==> src/rtl/fpga_link_pkg.sv <==
// Shared types and constants for the FPGA-to-FPGA serial link.
package fpga_link_pkg;

    localparam int   DATA_BITS = 8;
    localparam logic LINE_IDLE = 1'b1;

    typedef enum logic [2:0] {
        IDLE,
        START,
        DATA,
        PARITY,
        STOP,
        BREAK
    } rx_state_t;

endpackage

==> src/rtl/fpga_serial_rx_if.sv <==
// Receive-side link bundle: raw serial line in, parallel byte and strobes out.
interface fpga_serial_rx_if;
    import fpga_link_pkg::*;

    logic                 data_in_s;
    logic [DATA_BITS-1:0] data_out;
    logic                 data_valid;
    logic                 frame_error;
    logic                 shift;
    logic                 busy;

    modport master (
        input  data_in_s,
        output data_out,
        output data_valid,
        output frame_error,
        output shift,
        output busy
    );

    modport slave (
        output data_in_s,
        input  data_out,
        input  data_valid,
        input  frame_error,
        input  shift,
        input  busy
    );

endinterface

==> src/rtl/fpga_bit_sync.sv <==
// Two-flop synchronizer with falling-edge detect; all flops reset to the idle line level.
module fpga_bit_sync
    import fpga_link_pkg::*;
(
    input  logic clock,
    input  logic reset,
    input  logic async_in,
    output logic sync_out,
    output logic fall
);

    logic meta;
    logic sync;
    logic prev;

    // The third copy only feeds edge detection; it never drives the datapath.
    always_ff @(posedge clock or negedge reset) begin
        if (!reset) begin
            meta <= LINE_IDLE;
            sync <= LINE_IDLE;
            prev <= LINE_IDLE;
        end else begin
            meta <= async_in;
            sync <= meta;
            prev <= sync;
        end
    end

    assign sync_out = sync;
    assign fall     = prev & ~sync;

endmodule

==> src/rtl/fpga_serial_rx.sv <==
// Asynchronous-frame receiver (start, 8 data LSB first, stop) with framing-error detection.
// Define FPGA_RX_PARITY_EN to add an even-parity bit between the data and stop bits.
module fpga_serial_rx
    import fpga_link_pkg::*;
#(
    parameter int CLKS_PER_BIT = 868
) (
    input  logic             clock,
    input  logic             reset,
    fpga_serial_rx_if.master rx
);

    localparam int CNT_W = $clog2(CLKS_PER_BIT);
    localparam int IDX_W = $clog2(DATA_BITS);
    localparam logic [CNT_W-1:0] BIT_LAST  = CNT_W'(CLKS_PER_BIT - 1);
    localparam logic [CNT_W-1:0] HALF_LAST = CNT_W'(CLKS_PER_BIT / 2 - 1);
    localparam logic [IDX_W-1:0] IDX_LAST  = IDX_W'(DATA_BITS - 1);

    rx_state_t            state;
    rx_state_t            state_next;
    logic [CNT_W-1:0]     cnt;
    logic [IDX_W-1:0]     bit_idx;
    logic [DATA_BITS-1:0] shreg;
    logic                 rx_s;
    logic                 rx_fall;
    logic                 cnt_clear;
    logic                 take_bit;
    logic                 load_out;
    logic                 flag_err;
    logic                 parity_good;

    fpga_bit_sync u_sync (
        .clock    (clock),
        .reset    (reset),
        .async_in (rx.data_in_s),
        .sync_out (rx_s),
        .fall     (rx_fall)
    );

`ifdef FPGA_RX_PARITY_EN
    logic take_par;
    logic par_ok;

    always_ff @(posedge clock or negedge reset) begin
        if (!reset) begin
            par_ok <= 1'b1;
        end else if (take_par) begin
            par_ok <= ~^{shreg, rx_s};
        end
    end

    assign parity_good = par_ok;
`else
    assign parity_good = 1'b1;
`endif

    always_ff @(posedge clock or negedge reset) begin
        if (!reset) begin
            state <= IDLE;
        end else begin
            state <= state_next;
        end
    end

    always_comb begin
        state_next = state;
        cnt_clear  = 1'b0;
        take_bit   = 1'b0;
        load_out   = 1'b0;
        flag_err   = 1'b0;
`ifdef FPGA_RX_PARITY_EN
        take_par   = 1'b0;
`endif
        case (state)
            IDLE: begin
                if (rx_fall) begin
                    state_next = START;
                    cnt_clear  = 1'b1;
                end
            end
            // A start bit that is high again at mid-bit was only a glitch.
            START: begin
                if (cnt == HALF_LAST) begin
                    cnt_clear  = 1'b1;
                    state_next = (rx_s == LINE_IDLE) ? IDLE : DATA;
                end
            end
            DATA: begin
                if (cnt == BIT_LAST) begin
                    cnt_clear = 1'b1;
                    take_bit  = 1'b1;
                    if (bit_idx == IDX_LAST) begin
`ifdef FPGA_RX_PARITY_EN
                        state_next = PARITY;
`else
                        state_next = STOP;
`endif
                    end
                end
            end
`ifdef FPGA_RX_PARITY_EN
            PARITY: begin
                if (cnt == BIT_LAST) begin
                    cnt_clear  = 1'b1;
                    take_par   = 1'b1;
                    state_next = STOP;
                end
            end
`endif
            STOP: begin
                if (cnt == BIT_LAST) begin
                    cnt_clear = 1'b1;
                    if (rx_s == LINE_IDLE) begin
                        load_out   = parity_good;
                        flag_err   = ~parity_good;
                        state_next = IDLE;
                    end else begin
                        flag_err   = 1'b1;
                        state_next = BREAK;
                    end
                end
            end
            // Hold off until the line returns high so a stuck-low line cannot re-trigger.
            BREAK: begin
                if (rx_s == LINE_IDLE) begin
                    state_next = IDLE;
                end
            end
            default: begin
                state_next = IDLE;
            end
        endcase
    end

    always_ff @(posedge clock or negedge reset) begin
        if (!reset) begin
            cnt     <= '0;
            bit_idx <= '0;
            shreg   <= '0;
        end else begin
            if (cnt_clear || state == IDLE || state == BREAK) begin
                cnt <= '0;
            end else begin
                cnt <= cnt + CNT_W'(1);
            end
            if (state == START) begin
                bit_idx <= '0;
            end else if (take_bit) begin
                bit_idx <= bit_idx + IDX_W'(1);
            end
            if (take_bit) begin
                shreg <= {rx_s, shreg[DATA_BITS-1:1]};
            end
        end
    end

    // Strobes are registered, so each lands one clock after its sample point.
    always_ff @(posedge clock or negedge reset) begin
        if (!reset) begin
            rx.data_out    <= '0;
            rx.data_valid  <= 1'b0;
            rx.frame_error <= 1'b0;
            rx.shift       <= 1'b0;
        end else begin
            rx.data_valid  <= load_out;
            rx.frame_error <= flag_err;
            rx.shift       <= take_bit;
            if (load_out) begin
                rx.data_out <= shreg;
            end
        end
    end

    assign rx.busy = (state != IDLE);

endmodule
==> src/flat_wrapper.sv <==
// flat-port wrapper written by rule: the top's interface ports become plain ports
module fpga_serial_rx_flat import fpga_link_pkg::*;
#(
    parameter int CLKS_PER_BIT = 868
)
  (clock, reset, rx_data_in_s, rx_data_out, rx_data_valid, rx_frame_error, rx_shift, rx_busy);
  fpga_serial_rx_if rx_i ();
  input  logic clock;
  input  logic reset;
  input wire logic [$bits(rx_i.data_in_s)-1:0] rx_data_in_s;
  output wire logic [$bits(rx_i.data_out)-1:0] rx_data_out;
  output wire logic [$bits(rx_i.data_valid)-1:0] rx_data_valid;
  output wire logic [$bits(rx_i.frame_error)-1:0] rx_frame_error;
  output wire logic [$bits(rx_i.shift)-1:0] rx_shift;
  output wire logic [$bits(rx_i.busy)-1:0] rx_busy;
  assign rx_i.data_in_s = rx_data_in_s;
  assign rx_data_out = rx_i.data_out;
  assign rx_data_valid = rx_i.data_valid;
  assign rx_frame_error = rx_i.frame_error;
  assign rx_shift = rx_i.shift;
  assign rx_busy = rx_i.busy;
  fpga_serial_rx #(.CLKS_PER_BIT(CLKS_PER_BIT)) u_core (.clock(clock), .reset(reset), .rx(rx_i));
endmodule
==> config.mk <==
export PLATFORM = sky130hd
export DESIGN_NAME = fpga_serial_rx_flat
export DESIGN_NICKNAME = d
export VERILOG_FILES = /design/src/rtl/fpga_link_pkg.sv /design/src/rtl/fpga_serial_rx_if.sv /design/src/rtl/fpga_bit_sync.sv /design/src/rtl/fpga_serial_rx.sv /design/src/flat_wrapper.sv
export SDC_FILE = /design/constraint.sdc
export NUM_CORES = 1
export LEC_CHECK = 0
export ABC_AREA = 1
export CAP_MARGIN = 10
export CORE_ASPECT_RATIO = 0.75
export CORE_MARGIN = 2
export CORE_UTILIZATION = 55
export CTS_CLUSTER_SIZE = 16
export DETAILED_ROUTE_END_ITERATION = 6
export PLACE_DENSITY = 0.76
export SLEW_MARGIN = 10
export SYNTH_ARGS = -nofsm -noshare
export SYNTH_HDL_FRONTEND = slang
export SYNTH_HIERARCHICAL = 1
export SYNTH_SLANG_ARGS = --single-unit
==> constraint.sdc <==
create_clock -name clock -period 2.1 [get_ports clock]
set_input_delay 0.315 -clock clock [delete_from_list [all_inputs] [get_ports clock]]
set_output_delay 0.315 -clock clock [all_outputs]
set_load 0.03 [all_outputs]
==> impl_metrics.env <==
export IMPL_relSlewSlack_pct=47.0
export IMPL_hpwl_mm=2.20
export IMPL_syn_cell_area_sq_mm=0.00181
export IMPL_required_ps=1780
export IMPL_io_buffers=14
export IMPL_critPathMaxStageDelay_ps=660
export IMPL_cts_resized=0
export IMPL_total_power_uw=1890
export IMPL_crit_path_end_kind="output pin"
export IMPL_grtUsageTotal_pct=18.3
export IMPL_core_area_sq_mm=0.00322
export IMPL_syn_avg_cell_area_sq_um=9.30
export IMPL_vias=1274
export IMPL_ir_worst_vdd_uv=395
export IMPL_cts_tree="built"
export IMPL_worstPathArrival_ps=1650
export IMPL_p_leak_uw=0.00105
export IMPL_antenna_found_initial=0
export IMPL_synth_distinct_cells=21
export IMPL_die_w_um=70.3
export IMPL_first_global_vias=1202
export IMPL_drive_above_1_share_pct=17.7
export IMPL_worstSkewPairLatency_ps=290
export IMPL_final_max_slew_viol_count=0
export IMPL_ys_seq_area_share_pct=52.6
export IMPL_grt_pass1_wl_mm=5.21
export IMPL_cap_violations=0
export IMPL_wirelength_mm=3.05
export IMPL_drt_initial_drc_count=96
export IMPL_critPathKind="reg -> out"
export IMPL_hold_viol=0
export IMPL_clock_sinks=38
export IMPL_postRouteAntennaNets=0
export IMPL_fill_cells=253
export IMPL_status="complete, no violations"
export IMPL_start_kind="flop"
export IMPL_clockBufferDepth=2
export IMPL_grt_max_degree=39
export IMPL_min_period_over_period_pct=93.4
export IMPL_worstMarginPinSlew_ps=795
export IMPL_fin_tns_setup_ps=0
export IMPL_pin_count=15
export IMPL_register_area_sq_um=955
export IMPL_fin_nets=221
export IMPL_clkTransAtPathRegs_ps=70
export IMPL_gp_congestion=0.777
export IMPL_hold_buffers=0
export IMPL_critPathMaxFanout=7
export IMPL_max_freq_ghz=0.510
export IMPL_rsz0062_at_grt="false"
export IMPL_dieArea_sq_mm=0.00378
export IMPL_yosys_area_top_type="dfrtp_1"
export IMPL_wl_per_cell_um=11.9
export IMPL_root_buffer="clkbuf_8"
export IMPL_start_util_pct=56.3
export IMPL_grt_remaining_overflow=0
export IMPL_die_y_um=53.7
export IMPL_finalSetupViolCount=0
export IMPL_hold_path_class="in -> async"
export IMPL_period_needed_ps=1960
export IMPL_cts_max_level=2
export IMPL_p_per_area_mw_per_mm2=912
export IMPL_clock_skew_ps=4.54
export IMPL_syn_nets=202
export IMPL_top_layer="met4"
export IMPL_multi_input_area_sq_um=747
export IMPL_wl_met1_mm=1.50
export IMPL_wl_met3_um=150
export IMPL_synth_area_top_cells="dfrtp_1 (48%), nand2_1 (10%), o21ai_2 (7.2%)"
export IMPL_rows=18
export IMPL_ys_warn_count=6
export IMPL_cpMaxStageDelayCell="clkdlybuf4s50_1"
export IMPL_drcViolationCount=0
export IMPL_viasPerCell=5.00
export IMPL_num_antenna_cells=0
export IMPL_wl_met2_mm=1.35
export IMPL_synth_top_area_share_pct=48.3
export IMPL_ys_ff_latch=38
export IMPL_area_growth_pct=14.2
export IMPL_synth_cells=195
export IMPL_first_pass_iters=4
export IMPL_crit_chain="inv_1, nand2_1, clkdlybuf4s50_1"
export IMPL_cts_setup_buffers=0
export IMPL_numCtsBuffers=5
-- worst paths after layout --
check / from / to / slack (ps) / depth (start not counted)
hold / removal: reset / u_core/cnt[6]$_DFF_PN0_ / 90 / 1
setup reg to reg: u_core/cnt[0]$_DFF_PN0_ / u_core/cnt[5]$_DFF_PN0_ / 440 / 6
hold reg to reg: u_core/u_sync/meta$_DFF_PN1_ / u_core/u_sync/sync_out$_DFF_PN1_ / 360 / 0
min in group clock: u_core/u_sync/meta$_DFF_PN1_ / u_core/u_sync/sync_out$_DFF_PN1_ / 360 / 0
max in group asynchronous: reset / u_core/cnt[1]$_DFF_PN0_ / 1490 / 1
setup / recovery: u_core/state[2]$_DFFE_PN0P_ / rx_busy / 140 / 3
-- sequential cells by signal, summed over array words and instances (netlist names) --
signal,flops
u_core/u_sync/prev,1
u_core/rx.data_out,8
u_core/rx.frame_error,1
u_core/state,3
u_core/rx.data_valid,1
u_core/u_sync/meta,1
u_core/cnt,10
u_core/rx.shift,1
u_core/bit_idx,3
u_core/shreg,8
u_core/u_sync/sync_out,1
-- cell families (layout without fill, tap and decap cells) --
| logic type | count (synthesis) | count (layout) | share of synthesized area (%) |
|---|---|---|---|
| adders and majority gates | 4 | 4 | 2.76 |
| xor gates and xnor gates | 8 | 8 | 3.86 |
| DFF | 38 | 38 | 52.6 |
| AOI/OAI and AO/OA | 17 | 17 | 8.69 |
| and+or+nand+nor | 102 | 102 | 25.9 |
| buffers and inverters | 26 | 46 | 6.21 |
-- synth_stat cells, drive strengths merged --
cell    instances
buf             2
dfrtp          35
dfstp           3
ha              4
inv            24
nand2          54
nand3          13
nand3b          1
nand4           4
nor2           26
nor3            4
o211ai          1
o21ai          16
xnor2           2
xor2            6
-- worst max-delay path: cells and delay by family, from the launching register on --
family / cells / cell delay (ps)
AND/OR/NAND/NOR: 1 / 100
flip-flops: 1 / 470
buffers and inverters: 2 / 780
-- through the flow --
stage / setup slack (ps) / utilization [%] / cells / instance area [sq um] / hold WS [ps]
CTS: 154 / 64.3 / 255 / 2070 / 132
global route: 55.8 / 64.3 / 255 / 2070 / 194
global placement: 508 / 61.4 / 247 / 1980 / 348
finish: 139 / 64.3 / 255 / 2070 / 94.2
floorplan: 593 / - / 195 / 1810 / 19.4
detailed placement: 433 / 61.4 / 247 / 1980 / 348
-- area by class of cell --
| class | instances | area share, % |
|---|---|---|
| clock buffer | 6 | 3.99 |
| multi-input combinational | 131 | 36.1 |
| inverter | 24 | 4.35 |
| clock inverter | 2 | 0.604 |
| tap | 40 | 2.42 |
| sequential | 38 | 46.1 |
| timing repair buffer | 14 | 6.52 |
-- cell usage in the layout, fill, tap and decap left out --
master           netlist  layout
nand3_2                1       1
nand3_1               12      12
nor2_1                23      23
xor2_1                 6       6
dfstp_2                3       3
clkinvlp_4             0       1
clkdlybuf4s50_1        0      13
clkbuf_8               0       6
ha_1                   4       4
nor3_4                 1       1
xnor2_1                2       2
inv_1                 24      24
nand2_1               49      49
o21ai_0                1       1
buf_2                  0       1
nand4_1                4       4
nor2_2                 3       3
nand2_4                3       3
clkinv_2               0       1
nand3b_1               1       1
o21ai_2               15      15
nor3_1                 3       3
dfrtp_1               35      35
o211ai_4               1       1
nand2_2                2       2
-- per-layer routing --
layer | global-route usage [%] | vias up
li1 | - | 646
met1 | 23.2 | 595
met2 | 28.9 | 28
met3 | 5.99 | 5
met4 | 8.65 | 0
met5 | 0 | -
-- power breakdown --
part           total, uW  internal (uW)  switching [uW]
combinational        507            167             340
clock                519            263             256
sequential           863            786            76.9
total               1890           1220             673
(Power assumes the default switching activity.)
